`src/rtl/imm_ext_pkg.sv`:
```
// Shared mode encodings and default widths for the immediate extension unit.
// Mode 3 (BRANCH) is only decoded when IMM_EXT_BRANCH_EN is defined.
package imm_ext_pkg;

   typedef enum logic [1:0] {
      IMM_SEXT   = 2'd0,
      IMM_ZEXT   = 2'd1,
      IMM_LUI    = 2'd2,
      IMM_BRANCH = 2'd3
   } imm_mode_e;

   localparam int IMM_IN_W  = 16;
   localparam int IMM_OUT_W = 32;
   localparam int IMM_TAG_W = 5;

endpackage

```
`src/rtl/imm_ext_fmt.sv`:
```
// Combinational immediate formatter: sign/zero extension, upper placement, branch offset.
// Config: IMM_EXT_BRANCH_EN enables mode 3 BRANCH; without it mode 3 formats as SEXT.
module imm_ext_fmt
   import imm_ext_pkg::*;
#(
   parameter int IN_W  = IMM_IN_W,
   parameter int OUT_W = IMM_OUT_W
) (
   input  logic [IN_W-1:0]  imm,
   input  imm_mode_e        mode,
   output logic [OUT_W-1:0] ext
);

   logic [OUT_W-1:0] sext;

   assign sext = {{(OUT_W-IN_W){imm[IN_W-1]}}, imm};

   always_comb begin
      // NOTE: assigning a default before the case keeps every path driven, so no latch is inferred.
      ext = sext;
      case (mode)
         IMM_ZEXT: ext = {{(OUT_W-IN_W){1'b0}}, imm};
         IMM_LUI:  ext = {imm, {(OUT_W-IN_W){1'b0}}};
`ifdef IMM_EXT_BRANCH_EN
         IMM_BRANCH: ext = {sext[OUT_W-3:0], 2'b00};
`endif
         default:  ext = sext;
      endcase
   end

endmodule

```
`src/rtl/imm_extend_unit.sv`:
```
// Immediate extension stage with a two-entry (main + skid) valid/ready buffer.
// Config: IMM_EXT_BRANCH_EN enables the BRANCH mode inside imm_ext_fmt.
module imm_extend_unit
   import imm_ext_pkg::*;
#(
   parameter int IN_W  = IMM_IN_W,
   parameter int OUT_W = IMM_OUT_W,
   parameter int TAG_W = IMM_TAG_W
) (
   input  logic             clk,
   input  logic             rst_n,
   input  logic             flush,
   input  logic             in_valid,
   output logic             in_ready,
   input  logic [IN_W-1:0]  in_imm,
   input  logic [1:0]       in_mode,
   input  logic [TAG_W-1:0] in_tag,
   output logic             out_valid,
   input  logic             out_ready,
   output logic [OUT_W-1:0] out_imm,
   output logic [TAG_W-1:0] out_tag
);

   logic [OUT_W-1:0] fmt_imm;

   logic             main_valid_q, main_valid_d;
   logic [OUT_W-1:0] main_imm_q,   main_imm_d;
   logic [TAG_W-1:0] main_tag_q,   main_tag_d;
   logic             skid_valid_q, skid_valid_d;
   logic [OUT_W-1:0] skid_imm_q,   skid_imm_d;
   logic [TAG_W-1:0] skid_tag_q,   skid_tag_d;

   logic accept;
   logic main_free;

   imm_ext_fmt #(
      .IN_W  (IN_W),
      .OUT_W (OUT_W)
   ) u_fmt (
      .imm  (in_imm),
      .mode (imm_mode_e'(in_mode)),
      .ext  (fmt_imm)
   );

   // Readiness depends only on skid occupancy, never combinationally on out_ready.
   assign in_ready  = !skid_valid_q;
   assign accept    = in_valid && in_ready;
   assign main_free = !main_valid_q || out_ready;

   always_comb begin
      main_valid_d = main_valid_q;
      main_imm_d   = main_imm_q;
      main_tag_d   = main_tag_q;
      skid_valid_d = skid_valid_q;
      skid_imm_d   = skid_imm_q;
      skid_tag_d   = skid_tag_q;

      if (flush) begin
         main_valid_d = 1'b0;
         skid_valid_d = 1'b0;
      end else if (main_free) begin
         if (skid_valid_q) begin
            // Oldest entry advances; a same-cycle accept queues behind it in skid.
            main_valid_d = 1'b1;
            main_imm_d   = skid_imm_q;
            main_tag_d   = skid_tag_q;
            skid_valid_d = accept;
            if (accept) begin
               skid_imm_d = fmt_imm;
               skid_tag_d = in_tag;
            end
         end else begin
            main_valid_d = accept;
            if (accept) begin
               main_imm_d = fmt_imm;
               main_tag_d = in_tag;
            end
         end
      end else if (accept) begin
         skid_valid_d = 1'b1;
         skid_imm_d   = fmt_imm;
         skid_tag_d   = in_tag;
      end
   end

   // NOTE: sequential state uses non-blocking assignments so every flop samples pre-edge values.
   always_ff @(posedge clk or negedge rst_n) begin
      if (!rst_n) begin
         main_valid_q <= 1'b0;
         main_imm_q   <= '0;
         main_tag_q   <= '0;
         skid_valid_q <= 1'b0;
      end else begin
         main_valid_q <= main_valid_d;
         main_imm_q   <= main_imm_d;
         main_tag_q   <= main_tag_d;
         skid_valid_q <= skid_valid_d;
      end
   end

   // NOTE: skid payload is never observed without skid_valid_q, so it is left unreset.
   always_ff @(posedge clk) begin
      skid_imm_q <= skid_imm_d;
      skid_tag_q <= skid_tag_d;
   end

   assign out_valid = main_valid_q;
   assign out_imm   = main_imm_q;
   assign out_tag   = main_tag_q;

endmodule

```
`config.mk`:
```
export PLATFORM = sky130hd
export DESIGN_NAME = imm_extend_unit
export DESIGN_NICKNAME = d
export VERILOG_FILES = /design/src/rtl/imm_ext_pkg.sv /design/src/rtl/imm_ext_fmt.sv /design/src/rtl/imm_extend_unit.sv
export SDC_FILE = /design/constraint.sdc
export NUM_CORES = 1
export LEC_CHECK = 0
export ABC_AREA = 1
export CORE_ASPECT_RATIO = 0.75
export CORE_MARGIN = 1
export CORE_UTILIZATION = 35
export DETAILED_ROUTE_END_ITERATION = 16
export SLEW_MARGIN = 20
export SYNTH_ARGS = -nofsm -noshare
export SYNTH_HDL_FRONTEND = slang
export SYNTH_HIERARCHICAL = 1
export SYNTH_SLANG_ARGS = --single-unit
```
`constraint.sdc`:
```
create_clock -name clk -period 5.55 [get_ports clk]
set_input_delay 1.3875 -clock clk [delete_from_list [all_inputs] [get_ports clk]]
set_output_delay 1.3875 -clock clk [all_outputs]
set_load 0.02 [all_outputs]
```
======== Word-level counts from Yosys, hierarchy flattened ========
Index checks and enable logic that the tools add are counted.
word-level totals
  flip-flop bits (word level) ............. 76
  output and inout bits ................... 39
  logic and storage cells ................. 37
cells by class
  eq/ne operators ......................... 3
  multiplexer cells ....................... 18
  bitwise gates (word level) .............. 1
  reductions and logical operators ........ 9
operators by type and width
  kind                number
  $mux 32             5
  $pmux 32 s2         1
  $mux 5              5
  $mux 1              7
  $reduce_bool 2->1   2
  $reduce_and 3->1    1
  $reduce_bool 3->1   1
  $eq 2x1->1 const B  1
  $eq 2x2->1 const B  1
  $logic_not 1->1     2
  $ne 2x2->1 const B  1
  $reduce_and 2->1    1
  $logic_and 1x1->1   1
  $logic_or 1x1->1    1
  $not 1->1           1

======== Longest topological paths before layout ========
Gate-level depths: netlist of run 1.
  word-level depth ........................ 5
  depth in mapped cells ................... 10
  gate-level depth less buffers ........... 9

======== By module ========
The synthesis of run 1 kept the hierarchy.
modules (own cells, without submodules)
  module           times used  cells an instance  area an instance (sq um)  sequential area each (sq um)
  imm_extend_unit  1           330                3135.5                    2087.0
  imm_ext_fmt      1           76                 364.1                     0.0

======== Least setup slack after synthesis of run 1 ========
No wires, ideal clock.
  path type ............................... input-to-reg
  start point ............................. in flush
  end point ............................... reg skid_imm_q[0], enable pin
  library setup time ...................... 0.477 ns
  data arrival time ....................... 4.076 ns
  required time ........................... 5.073 ns
  setup slack ............................. 0.996 ns
  stages on the path ...................... 3
  buffers on the path ..................... 0
  cell sequence ........................... inv_1 nand3_1 nor3_1
on the way
  word-level cells in the longest chain between the ends .. 2
RTL lines
  element                     line                    source
  start, declared             imm_extend_unit.sv:12   input logic flush,
  $not 1->1 (no line)         -
  $reduce_and 2->1 (no line)  -
  end signal, assigned        imm_extend_unit.sv:103  skid_imm_q <= skid_imm_d;
  end, declared               imm_extend_unit.sv:30   logic [OUT_W-1:0] skid_imm_q, skid_imm_d;
Every way passes these cells.
A chain may end at the register's enable or synchronous reset.

======== Worst setup path in the final report of run 1 ========
  start point ............................. reg skid_valid_q
  end point ............................... out in_ready
on the way
  word-level cells in the longest chain between the ends .. 1
RTL lines
  element                 line                   source
  start, declared         imm_extend_unit.sv:29  logic skid_valid_q, skid_valid_d;
  start signal, assigned  imm_extend_unit.sv:97  skid_valid_q <= skid_valid_d;
  $logic_not 1->1         imm_extend_unit.sv:46  assign in_ready = !skid_valid_q;
  end, declared           imm_extend_unit.sv:14  output logic in_ready,
Every way passes these cells.

==> results.yml, run 1 <==
run_status:
  status: "complete, no violations"
floorplan:
  io_pins: 67
  die_x_um: 117.5
  row_count: 31
  die_y_um: 88.60
  start_util_pct: 36.09
  die-area_um2: 10410
  core_um2: 9697
placed_design:
  io_buffer_count: 66
  placed_cell_area_um2: 4202
  dpl.hpwl_um: 5341
  globalplace.congestion: 0.7654
  place_inst: 584
synthesis:
  syn-num-nets: 436
  synth-seq-area-share_pct: 59.64
  syn-cell-area_um2: 3500
  synth_cells: 406
  synth_cell_type_count: 18
  syn_avg_cell_area_um2: 8.620
  ys_warn_count: 6
  ys_ff_latch: 76
  synth_top_area_cell: "edfxtp_1"
  synthTopCellsByArea: "edfxtp_1 32%, dfrtp_1 28%, nand2_1 22%, nand3_1 7.6%, inv_1 2.3%"
  synth_top_cell_area_share_pct: 31.75
cts:
  clock_latency_ns: 0.34
  clock_sinks: 76
  cts-root-buf: "clkbuf_16"
  cts_resized: 0
  numCtsBuffers: 9
  cts.clk_slew.worst_paths_ns: 0.06
  clock_path_buffers: 2
  postCtsHoldBufs: 0
  htreeDepth: 3
  post_cts_buffers: 0
  cts_tree: "done"
finish:
  antenna_cells: 0
  fin_area_um2: 4548
  final_common_cell: "nand2_1"
  fin_cells: 600
  final_util_pct: 46.90
  layout_common_cells: "205 x nand2_1, 65 x clkdlybuf4s50_1, 53 x nand3_1"
  drive_gt1_share_pct: 5.769
  area_delta_synth_final_pct: 29.96
  fin_nets: 493
timing:
  relSlewSlack_pct: 41.97
  fin_tns_setup_ns: 0
  fin_skew_ns: 0.004015
  finalCriticalPeriod_ns: 3.364
  max_freq_mhz: 297.3
  tightestPinTransition_ns: 0.8705
  rsz0062_at_grt: "no"
  final_max_slew_viol_count: 0
  fin_crit_sh_pct: 60.62
  report.final.setup_viol: 0
  hold_viol_final: 0
drt:
  ant_nets: 0
  vias: 2753
  firstDrtPassIters: 4
  vias_per_cell: 4.588
  wirelength_um: 8121
  initialDrtViolationCount: 169
  wire_per_inst_um: 13.54
  drc: 0
critical_path:
  crit_path_end_kind: "output pin"
  worstSetupStartpointType: "register"
  required_ns: 4.16
  cp.arrival_ns: 1.98
  crit_path_max_fanout: 39
  crit_type: "register to output pin"
global_route:
  grt_pass1_vias: 2721
  antenna_found_initial: 0
  grt.total_usage_pct: 16.85
  grt_pass1_wl_um: 13360
  grt_max_degree: 40
  gr-total-overflow: 0
worst_hold_path:
  hold_path_class: "register to register"
power:
  power_density_nw_per_um2: 362.3
  max-vdd-ir-drop_mv: 0.1719
  power_mw: 1.648
  p_leak_nw: 2.192
flow_run:
  cap_violations: 0
[cells by family after synthesis]
family        synth area share (%)
simple gates                 32.79
flops                        59.64
buf+inv                      6.864
fa+ha+maj                   0.7149
[sequential cells by signal (all words and copies together) (netlist names)]
signal	cells
out_valid	1
skid_tag_q	5
out_tag	5
out_imm	32
skid_imm_q	32
skid_valid_q	1
[worst max-delay path, cell delays in order, from the launching register on]
cell and delay [ns]:
dfrtp_1 0.38, inv_2 0.50, clkdlybuf4s50_1 0.74
[metal layers]
layer  GRT usage [%]  vias up  wire [µm]
li1                -     1398          -
met1           21.33     1271       3986
met2           26.84       71       3531
met3           5.348       13        464
met4           7.692        0        138
met5               0        -          0
[stage by stage]
stage,hold slack (ns),setup slack (ns)
final,0.4803,2.186
after global routing,0.4987,2.108
after CTS,0.4857,2.168
after detailed placement,0.4699,2.115
after global placement,0.4648,2.171
after floorplan,0.5344,0.9964
[synth_stat cells]
master and count:
buf_1 1, ha_1 2, edfxtp_1 37, inv_2 2
nand3_2 1, buf_4 7, buf_6 3, dfrtp_1 39
buf_2 11, inv_1 21, clkbuf_2 1, nand2_1 205
nand3_1 53, nand2_2 1, nor2_4 2, nor2_1 17
clkbuf_1 1, nor3_1 2
[worst paths after layout]
check | cells past startpoint | endpoint | from | slack (ns)
worst max-delay path | 2 | in_ready | skid_valid_q$_DFFE_PN0P_ | 2.19
worst min-delay path | 2 | out_imm[14]$_DFFE_PN0P_ | out_imm[14]$_DFFE_PN0P_ | 0.48
worst max register to register | 6 | out_imm[10]$_DFFE_PN0P_ | skid_valid_q$_DFFE_PN0P_ | 3.55
worst min register to register | 2 | out_imm[14]$_DFFE_PN0P_ | out_imm[14]$_DFFE_PN0P_ | 0.48
max in group asynchronous | 1 | out_imm[23]$_DFFE_PN0P_ | rst_n | 3.84
min in group asynchronous | 1 | out_imm[14]$_DFFE_PN0P_ | rst_n | 1.17
[power by group]
part           switching [mW]  leakage [nW]  internal, mW
clock network           0.223         0.171         0.445
registers              0.0293         0.841         0.646
logic                   0.171          1.18         0.134
total                   0.424          2.19          1.22
[area by class of cell]
cell class                      count  area, µm²
Fill cell                         968       5149
Clock buffer                       13      281.5
Tap cell                          132      165.2
Inverter                           23      86.33
Clock inverter                      3      65.06
Timing Repair Buffer               70      685.7
Multi-Input combinational cell    283       1177
Sequential cell                    76       2087
Power figures use the tool's default switching activity.
==> inputs of run 2 (changes only) <==
==> constraint.sdc (replaced) <==
create_clock -name clk -period 2.9 [get_ports clk]
set_input_delay 0.725 -clock clk [delete_from_list [all_inputs] [get_ports clk]]
set_output_delay 0.725 -clock clk [all_outputs]
set_load 0.02 [all_outputs]
==> run 2 against run 1 <==
Sequential share of layout area is 0.13 points higher. Hold slack worse by 0.0040 ns. Cell area is 0.28% lower. Die area stayed put. Non-clock buffer count is 3 higher. Flip-flop and latch count stayed put. Core utilization is 0.13 points lower. Register-to-register slack worse by 2.3 ns. Count of clock-buffer cells in the layout is 4 lower. Sequential power is 91% higher. Critical path type unchanged. Largest cell class unchanged. Largest power group unchanged.
==> results.yml, run 2 (synthesized netlist as in run 1, its figures left out) <==
finish:
  fin_area_um2: 4536
  ff_latch_area_um2: 2087
  multi_input_area_um2: 1184
  layout_common_cells: "205 x nand2_1, 65 x clkdlybuf4s50_1, 53 x nand3_1"
  fillers: 979
  area_delta_synth_final_pct: 29.60
  final_common_cell: "nand2_1"
  fin_cells: 603
  drive_gt1_share_pct: 6.369
  antenna_cells: 0
  fin_nets: 496
timing:
  report.final.setup_viol: 0
  fin_crit_sh_pct: 73.19
  hold_viol_final: 0
  whs_ns: 0.4762
  fin_skew_ns: 0.004705
  relSlewSlack_pct: 37.63
  rsz0062_at_grt: "no"
  finalCriticalPeriod_ns: 2.122
  tightestPinTransition_ns: 0.9355
  max_freq_mhz: 471.2
  final_max_slew_viol_count: 0
  fin_tns_setup_ns: 0
placed_design:
  io_buffer_count: 66
  placed_cell_area_um2: 4243
  globalplace.congestion: 0.7792
  dpl.hpwl_um: 5316
  place_inst: 587
floorplan:
  core_um2: 9697
  row_count: 31
  die_x_um: 117.5
  die-area_um2: 10410
  start_util_pct: 36.09
  die_y_um: 88.60
  io_pins: 67
power:
  p_clk_share_pct: 36.8
  switching_power_uw: 821.1
  max-vdd-ir-drop_mv: 0.2679
  pwr-share-seq_pct: 43.3
  swShare_pct: 27.59
  p_int_mw: 2.156
  combPwrFrac_pct: 19.9
  p_leak_nw: 2.174
  power_density_nw_per_um2: 656.3
flow_run:
  cap_violations: 0
cts:
  cts.clk_slew.worst_paths_ns: 0.06
  cts_resized: 0
  clock_sinks: 76
  clock_path_buffers: 2
  htreeDepth: 3
  post_cts_buffers: 0
  postCtsHoldBufs: 0
  numCtsBuffers: 9
  cts_tree: "done"
  clock_latency_ns: 0.33
  cts-root-buf: "clkbuf_16"
drt:
  vias_per_cell: 4.607
  initialDrtViolationCount: 179
  wire_per_inst_um: 13.99
  drc: 0
  firstDrtPassIters: 4
  vias: 2778
  ant_nets: 0
  wirelength_um: 8437
global_route:
  grt.total_usage_pct: 17.60
  grt_max_degree: 40
  antenna_found_initial: 0
  grt_pass1_vias: 2883
  gr-total-overflow: 0
  grt_pass1_wl_um: 14120
critical_path:
  crit_chain: "inv_2 > clkdlybuf4s50_1"
  worst_r2r_endpoint: "out_tag[2]$_DFFE_PN0P_"
  cp.arrival_ns: 1.40
  slowest_stage: "clkdlybuf4s50_1"
  crit_path_max_fanout: 2
  rrSetupSlack_ns: 1.21
  endpoint: "in_ready"
  ff2ff_path_depth: 6
  crit_path_end_kind: "output pin"
  crit_type: "register to output pin"
  cp_num_cells: 2
  required_ns: 2.17
  cpPeakStageDelay_ns: 0.60
  crit_buf_inv: 2
  path_delay_family: "buffers and inverters"
  rr_startpoint: "skid_valid_q$_DFFE_PN0P_"
  worstSetupStartpointType: "register"
  crit_path_start: "skid_valid_q$_DFFE_PN0P_"
worst_hold_path:
  hold_path_class: "register to register"
run_status:
  status: "complete, no violations"
==> run 2: how the worst min path moves through the flow <==
stage	startpoint	endpoint	cells after the start
after detailed placement	out_imm[8]$_DFFE_PN0P_	out_imm[8]$_DFFE_PN0P_	2
after CTS	out_imm[8]$_DFFE_PN0P_	out_imm[8]$_DFFE_PN0P_	2
final	out_imm[8]$_DFFE_PN0P_	out_imm[8]$_DFFE_PN0P_	2
after floorplan	rst_n	out_imm[0]$_DFFE_PN0P_	0
after global placement	out_tag[2]$_DFFE_PN0P_	out_tag[2]$_DFFE_PN0P_	2
after global routing	out_imm[21]$_DFFE_PN0P_	out_imm[21]$_DFFE_PN0P_	2
==> run 2: power groups by stage <==
stage,sequential [mW],combinational [mW],clock [mW]
6_report,1.29,0.592,1.10
5_1_grt,1.30,0.647,1.17
4_1_cts,1.29,0.599,1.12
3_5_place_dp,1.31,0.596,0
3_3_place_gp,1.31,0.589,0
2_1_floorplan,1.41,0.212,0
==> run 2: layer usage <==
metal	track usage, %	share of wire (%)	vias up
li1	-	-	1395
met1	22.28	48	1306
met2	29.32	46	68
met3	5.348	5.5	9
met4	5.711	1.1	0
met5	0	0	-
==> run 2: cell type report <==
type                       instances  share of cell area [%]
clock buffer                       9                   4.966
clock inverter                     7                   1.490
inverter                          23                   1.903
multi-input combinational        283                   26.10
sequential                        76                   46.01
tap                              132                   3.641
timing repair buffer              73                   15.89
==> run 2: worst min-delay path: stages, from the launching register on <==
cell     delay (ns)
dfrtp_1        0.34
nand2_1        0.05
nand2_1        0.05
==> run 2: per-stage QoR <==
step	power (mW)	setup WS (ns)	utilization, %
finish	2.977	0.7776	46.77
global placement	1.897	0.4317	43.75
detailed placement	1.906	0.4048	43.75
floorplan	1.624	0.1353	-
CTS	3.012	0.7624	46.77
global route	3.116	0.6249	46.77
==> inputs of run 3 (changes only) <==
==> constraint.sdc (replaced) <==
create_clock -name clk -period 2 [get_ports clk]
set_input_delay 0.5 -clock clk [delete_from_list [all_inputs] [get_ports clk]]
set_output_delay 0.5 -clock clk [all_outputs]
set_load 0.02 [all_outputs]
==> run 3 against run 2 <==
Cell area increased by 1.8%. Via count increased by 1.2%. Non-clock buffer count increased by 5. Count of clock-buffer cells in the layout increased by 1. Clock power increased by 45%. Highest routed layer unchanged.
==> results.yml, run 3 (synthesized netlist as in run 1, its figures left out) <==
run_status:
  status: "complete, no violations"
cts:
  clock_path_buffers: 2
  clock_latency_ns: 0.33
  cts.clk_slew.worst_paths_ns: 0.06
  cts_tree: "done"
  htreeDepth: 3
  clock_sinks: 76
  cts-root-buf: "clkbuf_16"
  numCtsBuffers: 9
timing:
  rsz0062_at_grt: "no"
  hold_viol_final: 0
  setup_slack_ns: 0.09246
  tightestPinTransition_ns: 0.5371
  fin_skew_ns: 0.005207
  whs_ns: 0.2361
  final_max_slew_viol_count: 0
  max_freq_mhz: 524.2
  fin_crit_sh_pct: 95.38
  finalCriticalPeriod_ns: 1.908
  relSlewSlack_pct: 64.19
  report.final.setup_viol: 0
global_route:
  grt_max_degree: 40
  grt.total_usage_pct: 17.63
  grt_pass1_vias: 2879
  gr-total-overflow: 0
  grt_pass1_wl_um: 14190
  antenna_found_initial: 0
critical_path:
  slowest_stage: "clkdlybuf4s50_1"
  ff2ff_path_depth: 7
  cpPeakStageDelay_ns: 0.60
  crit_type: "register to output pin"
  crit_chain: "inv_2 > clkdlybuf4s50_1"
  rrSetupSlack_ns: 0.44
  crit_buf_inv: 2
  worst_r2r_endpoint: "out_imm[28]$_DFFE_PN0P_"
  rr_startpoint: "skid_valid_q$_DFFE_PN0P_"
  worstSetupStartpointType: "register"
  crit_path_max_fanout: 2
  crit_path_end_kind: "output pin"
  path_delay_family: "buffers and inverters"
  cp.arrival_ns: 1.41
  required_ns: 1.50
drt:
  vias: 2810
  initialDrtViolationCount: 112
  wire_per_inst_um: 13.65
  drc: 0
  vias_per_cell: 4.622
  ant_nets: 0
  firstDrtPassIters: 4
  wirelength_um: 8300
finish:
  antenna_cells: 0
  drive_gt1_share_pct: 8.193
  fin_area_um2: 4617
  final_util_pct: 47.61
  final_common_cell: "nand2_1"
  layout_common_cells: "205 x nand2_1, 65 x clkdlybuf4s50_1, 52 x nand3_1"
  fin_nets: 501
  fillers: 984
  fin_cells: 608
  area_delta_synth_final_pct: 31.93
floorplan:
  io_pins: 67
  start_util_pct: 36.09
  die_x_um: 117.5
  die_y_um: 88.60
  row_count: 31
  die-area_um2: 10410
  core_um2: 9697
power:
  pwr-share-seq_pct: 43.0
  switching_power_mw: 1.188
  p_clk_share_pct: 36.6
  combPwrFrac_pct: 20.4
  p_int_mw: 3.152
  swShare_pct: 27.38
  power_density_nw_per_um2: 940.1
  p_leak_nw: 2.212
  max-vdd-ir-drop_mv: 0.4453
worst_hold_path:
  hold_path_class: "primary input to asynchronous set/reset pin"
placed_design:
  pre_cts_ws_ns: -0.2205
  place_inst: 592
  globalplace.congestion: 0.8007
  io_buffer_count: 66
  placed_cell_area_um2: 4313
  dpl.hpwl_um: 5323
flow_run:
  cap_violations: 0
## run 3: worst max-delay path by stage
stage,end,cells past startpoint,startpoint
after floorplan,skid_imm_q[0]$_DFFE_PP_,3,out_ready
after global placement,out_imm[26]$_DFFE_PN0P_,10,in_mode[0]
after detailed placement,out_imm[26]$_DFFE_PN0P_,10,in_mode[0]
after CTS,in_ready,2,skid_valid_q$_DFFE_PN0P_
after global routing,in_ready,2,skid_valid_q$_DFFE_PN0P_
final,in_ready,2,skid_valid_q$_DFFE_PN0P_
## run 3: final cells by class
| class | instances | area, µm² | share of cell area (%) |
|---|---|---|---|
| clock buffers | 10 | 229.0 | 4.959 |
| inverters | 23 | 91.34 | 1.978 |
| flip-flops and latches | 76 | 2087 | 45.20 |
| repair buffers | 78 | 783.3 | 16.96 |
| clock inverters | 6 | 65.06 | 1.409 |
| multi-input cells | 283 | 1196 | 25.91 |
| well taps | 132 | 165.2 | 3.577 |
## run 3: worst register-to-register path, delay by kind of cell, from the launching register on
family,cells,cell delay (ns)
buffers and inverters,3,0.73
DFF,1,0.39
and+or+nand+nor,4,0.39
## run 3: routing by layer
layer | share of wire, % | wire, µm | GRT usage [%] | vias up
met1 | 48 | 4017 | 22.47 | 1329
met4 | 0.76 | 63 | 3.846 | 0
met2 | 46 | 3796 | 29.48 | 66
met5 | 0 | 0 | 0 | -
met3 | 5.1 | 423 | 5.992 | 7
li1 | - | - | - | 1408
## run 3: power groups by stage
stage	clock (mW)	sequential, mW	combinational (mW)
floorplan	0	2.05	0.310
global placement	0	1.89	0.875
detailed placement	0	1.90	0.886
CTS	1.63	1.87	0.891
global route	1.69	1.89	0.975
finish	1.59	1.87	0.885
## run 3: what timing repair did
action,in CTS,in global routing
endpoints found under the setup margin,0,10
setup buffers,0,0
hold buffers,0,0
resized for setup,0,3
## run 3: stage by stage
stage | power, mW | TNS [ns]
6_report | 4.340 | 0
5_1_grt | 4.547 | 0
4_1_cts | 4.396 | 0
3_5_place_dp | 2.784 | -5.739
3_3_place_gp | 2.770 | -4.074
2_1_floorplan | 2.357 | 0
